$ cat config.mk
export PLATFORM = sky130hd
export DESIGN_NAME = pager_flat
export DESIGN_NICKNAME = d
export VERILOG_FILES = /design/src/rtl/pager_if.sv /design/src/rtl/pager_alert_timer.sv /design/src/rtl/pager.sv /design/src/flat_wrapper.sv
export SDC_FILE = /design/constraint.sdc
export NUM_CORES = 1
export LEC_CHECK = 0
export CORE_AREA = 2 2 39 41
export CTS_CLUSTER_DIAMETER = 80
export DETAILED_ROUTE_END_ITERATION = 6
export DIE_AREA = 0 0 41 43
export DONT_BUFFER_PORTS = 1
export GPL_TIMING_DRIVEN = 0
export PLACE_DENSITY = 0.59
export SLEW_MARGIN = 0
export SYNTH_ARGS = -nofsm -noshare
export SYNTH_HDL_FRONTEND = slang
export SYNTH_HIERARCHICAL = 1
export SYNTH_SLANG_ARGS = --single-unit
$ cat constraint.sdc
create_clock -name clk -period 2.8 [get_ports clk]
set_input_delay 0.56 -clock clk [delete_from_list [all_inputs] [get_ports clk]]
set_output_delay 0.56 -clock clk [all_outputs]
set_load 0.05 [all_outputs]
$ cat src/rtl/pager_if.sv
// Serial receive link between the bit slicer and the page detector.
// x is the sliced receive bit, z is the page alert back to the beeper/LED.
interface pager_if;
    logic x;
    logic z;

    // Bit slicer side: supplies bits, observes the alert.
    modport master (output x, input z);
    // Detector side: consumes bits, drives the alert.
    modport slave  (input x, output z);
endinterface

$ cat src/rtl/pager_alert_timer.sv
// Loadable down-counter that holds the alert high for ALERT_LEN cycles.
// A load while already counting restarts the full interval, so back-to-back
// matches stretch one pulse instead of producing two.
module pager_alert_timer #(
    parameter int ALERT_LEN = 4
) (
    input  logic clk,
    input  logic rst,
    input  logic load,
    output logic active
);
    localparam int CW = $clog2(ALERT_LEN + 1);

    logic [CW-1:0] cnt;
    logic [CW-1:0] cnt_nxt;

    // Next count: reload on match, otherwise drain toward zero.
    always_comb begin
        cnt_nxt = cnt;
        if (load)
            cnt_nxt = CW'(ALERT_LEN);
        else if (cnt != '0)
            cnt_nxt = cnt - CW'(1);
    end

    // Count and alert flag are both registered, so active is a clean flop output.
    always_ff @(posedge clk or negedge rst) begin
        if (!rst) begin
            cnt    <= '0;
            active <= 1'b0;
        end else begin
            cnt    <= cnt_nxt;
            active <= (cnt_nxt != '0);
        end
    end
endmodule

$ cat src/rtl/pager.sv
// Serial page-word detector. Shifts in one bit per clock, compares the
// newest PAT_LEN bits (oldest in the MSB) with PATTERN, and fires the alert
// timer on a hit. Detection overlaps: the last bit of one match may begin
// the next. The fill counter keeps bits from before reset release, and the
// zeros the history is cleared to, from ever forming a match.
module pager #(
    parameter int                 PAT_LEN   = 4,
    parameter logic [PAT_LEN-1:0] PATTERN   = 4'b0011,
    parameter int                 ALERT_LEN = 4
) (
    input  logic    clk,
    input  logic    rst,
    pager_if.slave  bus
);
    localparam int FW = $clog2(PAT_LEN + 1);

    // Only PAT_LEN-1 past bits are kept; the current x completes the window.
    logic [PAT_LEN-2:0] hist;
    logic [PAT_LEN-1:0] window;
    logic [FW-1:0]      fill;
    logic               match;

    assign window = {hist, bus.x};
    assign match  = (window == PATTERN) && (fill >= FW'(PAT_LEN - 1));

    // History shift and saturating count of bits seen since reset release.
    always_ff @(posedge clk or negedge rst) begin
        if (!rst) begin
            hist <= '0;
            fill <= '0;
        end else begin
            hist <= window[PAT_LEN-2:0];
            if (fill != FW'(PAT_LEN))
                fill <= fill + FW'(1);
        end
    end

    pager_alert_timer #(
        .ALERT_LEN (ALERT_LEN)
    ) u_timer (
        .clk    (clk),
        .rst    (rst),
        .load   (match),
        .active (bus.z)
    );
endmodule

$ cat src/flat_wrapper.sv
// flat-port wrapper written by rule: the top's interface ports become plain ports
module pager_flat 
#(
    parameter int                 PAT_LEN   = 4,
    parameter logic [PAT_LEN-1:0] PATTERN   = 4'b0011,
    parameter int                 ALERT_LEN = 4
)
  (clk, rst, bus_x, bus_z);
  pager_if bus_i ();
  input  logic clk;
  input  logic rst;
  input wire logic [$bits(bus_i.x)-1:0] bus_x;
  output wire logic [$bits(bus_i.z)-1:0] bus_z;
  assign bus_i.x = bus_x;
  assign bus_z = bus_i.z;
  pager #(.PAT_LEN(PAT_LEN), .PATTERN(PATTERN), .ALERT_LEN(ALERT_LEN)) u_core (.clk(clk), .rst(rst), .bus(bus_i));
endmodule
==> flow_metrics.env, run 1 <==
export IMPL_clk_path_buf_depth=2
export IMPL_drt_iter0_drc=2
export IMPL_wl_per_cell_um=10.5
export IMPL_ant_nets=0
export IMPL_power_leakage_nw=0.261
export IMPL_hold_viol=0
export IMPL_grt_use_met2_pct=15.0
export IMPL_hold_buffers=1
export IMPL_antenna_cells=0
export IMPL_core_mm2=0.00138
export IMPL_final_cell_mix="10 x dfrtp_1, 7 x inv_1, 6 x ha_1"
export IMPL_worstSkewPairLatency_ps=250
export IMPL_ys_seq_area_share_pct=54.2
export IMPL_drt_pass1_iter_count=3
export IMPL_setup_viol=0
export IMPL_grt_busiest_layer="met2"
export IMPL_drc=0
export IMPL_grt_pass1_wl_um=1200
export IMPL_maxSlewViolCount=0
export IMPL_io_buffers=0
export IMPL_antenna_found_initial=0
export IMPL_die_h_um=43
export IMPL_post_cts_resized=0
export IMPL_root_buffer="clkbuf_4"
export IMPL_fin_crit_sh_pct=59.5
export IMPL_dp_cells=54
export IMPL_syn_inst=38
export IMPL_dpl_worst_slack_ps=1110
export IMPL_initial_utilization_pct=33.4
export IMPL_max_cap_violations=0
export IMPL_avgSynthCellArea_um2=12.1
export IMPL_rsz0062_at_grt="false"
export IMPL_num_vias=266
export IMPL_track_usage_pct=10.7
export IMPL_setup_worst_path_class="register to register"
export IMPL_ios=4
export IMPL_grt_overflow_total=0
export IMPL_ys_warn_count=6
export IMPL_grt_use_met3_pct=4.71
export IMPL_finalWirelength_um=611
export IMPL_dieArea_mm2=0.00176
export IMPL_final_nets=53
export IMPL_globalplace_congestion=0.617
export IMPL_grt_met1_usage_pct=12.2
export IMPL_synth_seq_cells=10
export IMPL_cp_max_fo=3
export IMPL_die_w_um=41
export IMPL_status="complete, no violations"
export IMPL_vias_per_cell=4.59
export IMPL_end_kind="register"
export IMPL_irDropWorstVdd_v=0.000204
export IMPL_clock_sinks=10
export IMPL_relSlewSlack_pct=69.2
export IMPL_timing_final_crit_period_ps=1670
export IMPL_hp_class="input pin to register"
export IMPL_post_cts_buffers=0
export IMPL_final_common_cell="dfrtp_1"
export IMPL_clkTransAtPathRegs_ps=60
export IMPL_max_slew_worst_pin_slew_ps=460
export IMPL_fin_cells=58
export IMPL_synth_distinct_cells=16
export IMPL_finish_utilization_pct=37.2
export IMPL_hpwl_um=489
export IMPL_setup_ws_ps=1130
export IMPL_fmax_ghz=0.600
export IMPL_start_kind="register"
export IMPL_syn2layout_area_growth_pct=11.4
export IMPL_rows=14
export IMPL_cts_tree="yes"
export IMPL_cts_buffers=3
export IMPL_cts_htree_levels=1
export IMPL_grt_pass1_vias=291
export IMPL_grt_max_degree=11
export IMPL_skew_ps=1.63
export IMPL_p_per_area_mw_per_mm2=815
export IMPL_synth_area_um2=462
export IMPL_fin_setup_tns_ps=0
export IMPL_syn_num_nets=47
export IMPL_cp_required_ps=2950
export IMPL_drive_gt1_share_pct=16.7
export IMPL_cp_data_arrival_time_ps=1810
export IMPL_whs_ps=332
-- worst paths after layout --
path / startpoint / endpoint / slack [ps] / cells after the start
min reg2reg: u_core/hist[1] / u_core/hist[2] / 390 / 0
max in group asynchronous: rst / u_core/u_timer/cnt[0] / 1800 / 1
min: bus_x / u_core/hist[0] / 330 / 0
max: u_core/fill[0] / u_core/u_timer/active / 1130 / 6
max reg2reg: u_core/fill[0] / u_core/u_timer/active / 1130 / 6
min in group asynchronous: rst / u_core/u_timer/cnt[2] / 690 / 1
-- worst max-delay path: stages (launching register included) --
cell	delay, ps
dfrtp_1	400
ha_1	210
ha_1	170
a211oi_1	200
nor4_1	100
or2_2	320
a21o_1	160
-- routing by layer --
metal / vias to the layer above / wire length [um]
li1: 133 / -
met1: 128 / 275
met2: 3 / 305
met3: 2 / 26
met4: 0 / 4
met5: - / 0
-- sequential cells by signal (all words and copies together) (netlist names) --
name,flops
u_core/hist,3
u_core/u_timer/active,1
u_core/fill,3
u_core/u_timer/cnt,3
-- where the power goes --
group	total [mW]	internal, mW	switching, mW
Sequential	0.207	0.174	0.0332
Clock	0.0919	0.0493	0.0426
Combinational	0.120	0.0632	0.0570
Total	0.419	0.287	0.133
-- synth_stat cells --
library cell / n / area, um2
mux2_4: 1 / 15.0
ha_1: 6 / 75.1
nor4_1: 1 / 6.26
xor2_1: 1 / 8.76
and2b_2: 1 / 8.76
nor2_1: 1 / 3.75
inv_1: 7 / 26.3
nand2_1: 2 / 7.51
dfrtp_1: 10 / 250
or3b_1: 1 / 8.76
nand3b_1: 1 / 7.51
a211oi_1: 2 / 15.0
a21o_1: 1 / 7.51
xnor2_1: 1 / 8.76
nand2_2: 1 / 6.26
or2_2: 1 / 6.26
-- final cells by class --
type | instances | area (um2)
clock buffers | 3 | 22.5
fillers | 149 | 870
inverters | 7 | 26.3
multi-input cells | 21 | 185
flip-flops and latches | 10 | 250
well taps | 16 | 20.0
repair buffers | 1 | 10.0
-- stage by stage --
step	cell area [um2]	total power [mW]
2_1_floorplan	462	0.307
3_3_place_gp	482	0.326
3_5_place_dp	482	0.329
4_1_cts	514	0.430
5_1_grt	514	0.462
6_report	514	0.419
-- cells by family (layout without fill, tap and decap cells) --
family	after synthesis	after routing	synth area share [%]
multiplexers	1	1	3.25
AO/OA/AOI/OAI	3	3	4.88
adder cells (fa/ha/maj)	6	6	16.3
AND/OR/NAND/NOR	9	9	11.9
XOR/XNOR	2	2	3.79
flip-flops	10	10	54.2
buffers and inverters	7	11	5.69
(Power assumes the default switching activity.)
==> inputs of run 2 (changes only) <==
clock period = 1.6 ns   (was 2.8 ns; I/O delays follow)
==> run 2 against run 1 <==
Compared with the run above:
- fmax grew 8.1%
- combinational power rose by 93%
- register-to-register slack got worse by 1100 ps
- clock power up 74%
- clock skew fell by 1.3 ps
- clock-buffer cell count did not move
- global-route usage grew 1.0 points
- die area did not move
- flip-flop and latch count is the same
- setup slack worse by 1100 ps
- power rose by 80%
- critical path type unchanged
- highest routed layer is now met3
==> flow_metrics.env, run 2 (synthesis gave the netlist of run 1 again) <==
export IMPL_status="complete, no violations"
export IMPL_clock_sinks=10
export IMPL_setup_viol=0
export IMPL_wl_per_cell_um=11.0
export IMPL_rows=14
export IMPL_skew_ps=0.363
export IMPL_antenna_cells=0
export IMPL_ios=4
export IMPL_largest_registers="u_core/fill (3), u_core/hist (3), u_core/u_timer/cnt (3)"
export IMPL_finish_utilization_pct=41.0
export IMPL_p_total_mw=0.756
export IMPL_root_buffer="clkbuf_4"
export IMPL_irDropWorstVdd_v=0.000475
export IMPL_hold_viol=0
export IMPL_vias_per_cell=4.56
export IMPL_ant_nets=0
export IMPL_worstSkewPairLatency_ps=250
export IMPL_grt_use_met3_pct=7.85
export IMPL_drive_gt1_share_pct=31.9
export IMPL_syn2layout_area_growth_pct=23.0
export IMPL_end_kind="register"
export IMPL_maxSlewViolCount=0
export IMPL_final_cell_mix="10 x dfrtp_1, 7 x inv_1, 5 x ha_1, 5 x buf_4, 3 x clkbuf_4"
export IMPL_cp_data_arrival_time_ps=1690
export IMPL_max_cap_violations=0
export IMPL_final_nets=58
export IMPL_clk_path_buf_depth=2
export IMPL_setup_worst_path_class="register to register"
export IMPL_die_w_um=41
export IMPL_relSlewSlack_pct=68.6
export IMPL_num_vias=287
export IMPL_finalWirelength_um=696
export IMPL_p_per_area_mw_per_mm2=1330
export IMPL_dieArea_mm2=0.00176
export IMPL_power_leakage_nw=0.286
export IMPL_core_mm2=0.00138
export IMPL_cts_tree="yes"
export IMPL_globalplace_congestion=0.617
export IMPL_io_buffers=0
export IMPL_initial_utilization_pct=33.4
export IMPL_drt_iter0_drc=1
export IMPL_cts_htree_levels=1
export IMPL_cts_buffers=3
export IMPL_start_kind="register"
export IMPL_grt_pass1_wl_um=1270
export IMPL_cp_required_ps=1750
export IMPL_fin_crit_sh_pct=96.4
export IMPL_grt_pass1_vias=295
export IMPL_track_usage_pct=11.7
export IMPL_die_h_um=43
export IMPL_cp_max_fo=3
export IMPL_timing_final_crit_period_ps=1540
export IMPL_max_slew_worst_pin_slew_ps=469
export IMPL_grt_met1_usage_pct=13.9
export IMPL_hpwl_um=489
export IMPL_fmax_ghz=0.648
export IMPL_grt_overflow_total=0
export IMPL_grt_max_degree=11
export IMPL_drt_pass1_iter_count=4
export IMPL_hp_class="input pin to register"
export IMPL_drc=0
export IMPL_grt_busiest_layer="met2"
export IMPL_final_common_cell="dfrtp_1"
export IMPL_grt_use_met2_pct=14.7
export IMPL_antenna_found_initial=0
export IMPL_clkTransAtPathRegs_ps=60
==> run 2: stage by stage <==
stage | setup slack, ps | setup TNS [ps] | instance area, um2 | hold WS (ps) | instances
floorplan | 26.4 | 0 | 462 | 24.4 | 38
global placement | -96.9 | -96.9 | 482 | 24.7 | 54
detailed placement | -86.8 | -86.8 | 482 | 24.8 | 54
CTS | 59.5 | 0 | 543 | 80.8 | 60
global route | -10.9 | -10.9 | 568 | 59.4 | 63
finish | 57.8 | 0 | 568 | 91.8 | 63
==> run 2: power by group <==
part	switching (mW)	internal [mW]	leakage [nW]
registers	0.0588	0.305	0.118
clock network	0.0739	0.0862	0.0138
logic	0.103	0.129	0.154
==> run 2: final timing paths <==
| kind | slack [ps] | cells past startpoint | from | endpoint |
|---|---|---|---|---|
| worst max-delay path | 60 | 6 | u_core/fill[1] | u_core/u_timer/active |
| worst min register to register | 390 | 0 | u_core/hist[0] | u_core/hist[1] |
| worst min-delay path | 90 | 0 | bus_x | u_core/hist[0] |
| min in group asynchronous | 460 | 1 | rst | u_core/u_timer/cnt[2] |
| max in group asynchronous | 830 | 1 | rst | u_core/u_timer/cnt[0] |
| worst max register to register | 60 | 6 | u_core/fill[1] | u_core/u_timer/active |
==> run 2: layer usage <==
layer	vias to the layer above	part of all wire, %
met5	-	0
met3	0	4.5
met2	5	47
li1	142	-
met1	140	49
met4	0	0
==> run 2: cell type report <==
cell class                 instances  area, um2
fill                             140        816
multi-input combinational         21        201
tap                               16       20.0
timing repair buffer               6       47.5
sequential                        10        250
clock buffer                       3       22.5
inverter                           7       26.3
==> run 2: critical path, cell delays in order (launching register included) <==
cell      delay, ps
dfrtp_1         390
ha_2            180
ha_1            180
a211oi_2        220
nor4_2           90
or2_4           230
a21o_1          150
==> run 2: repair_timing <==
action | CTS | global route
endpoints found under the setup margin | 1 | 1
gates resized for setup | 3 | 1
hold endpoints to repair | 10 | 0
buffers inserted | 2 | 3
hold buffers | 1 | 0
pin swaps | 1 | 4
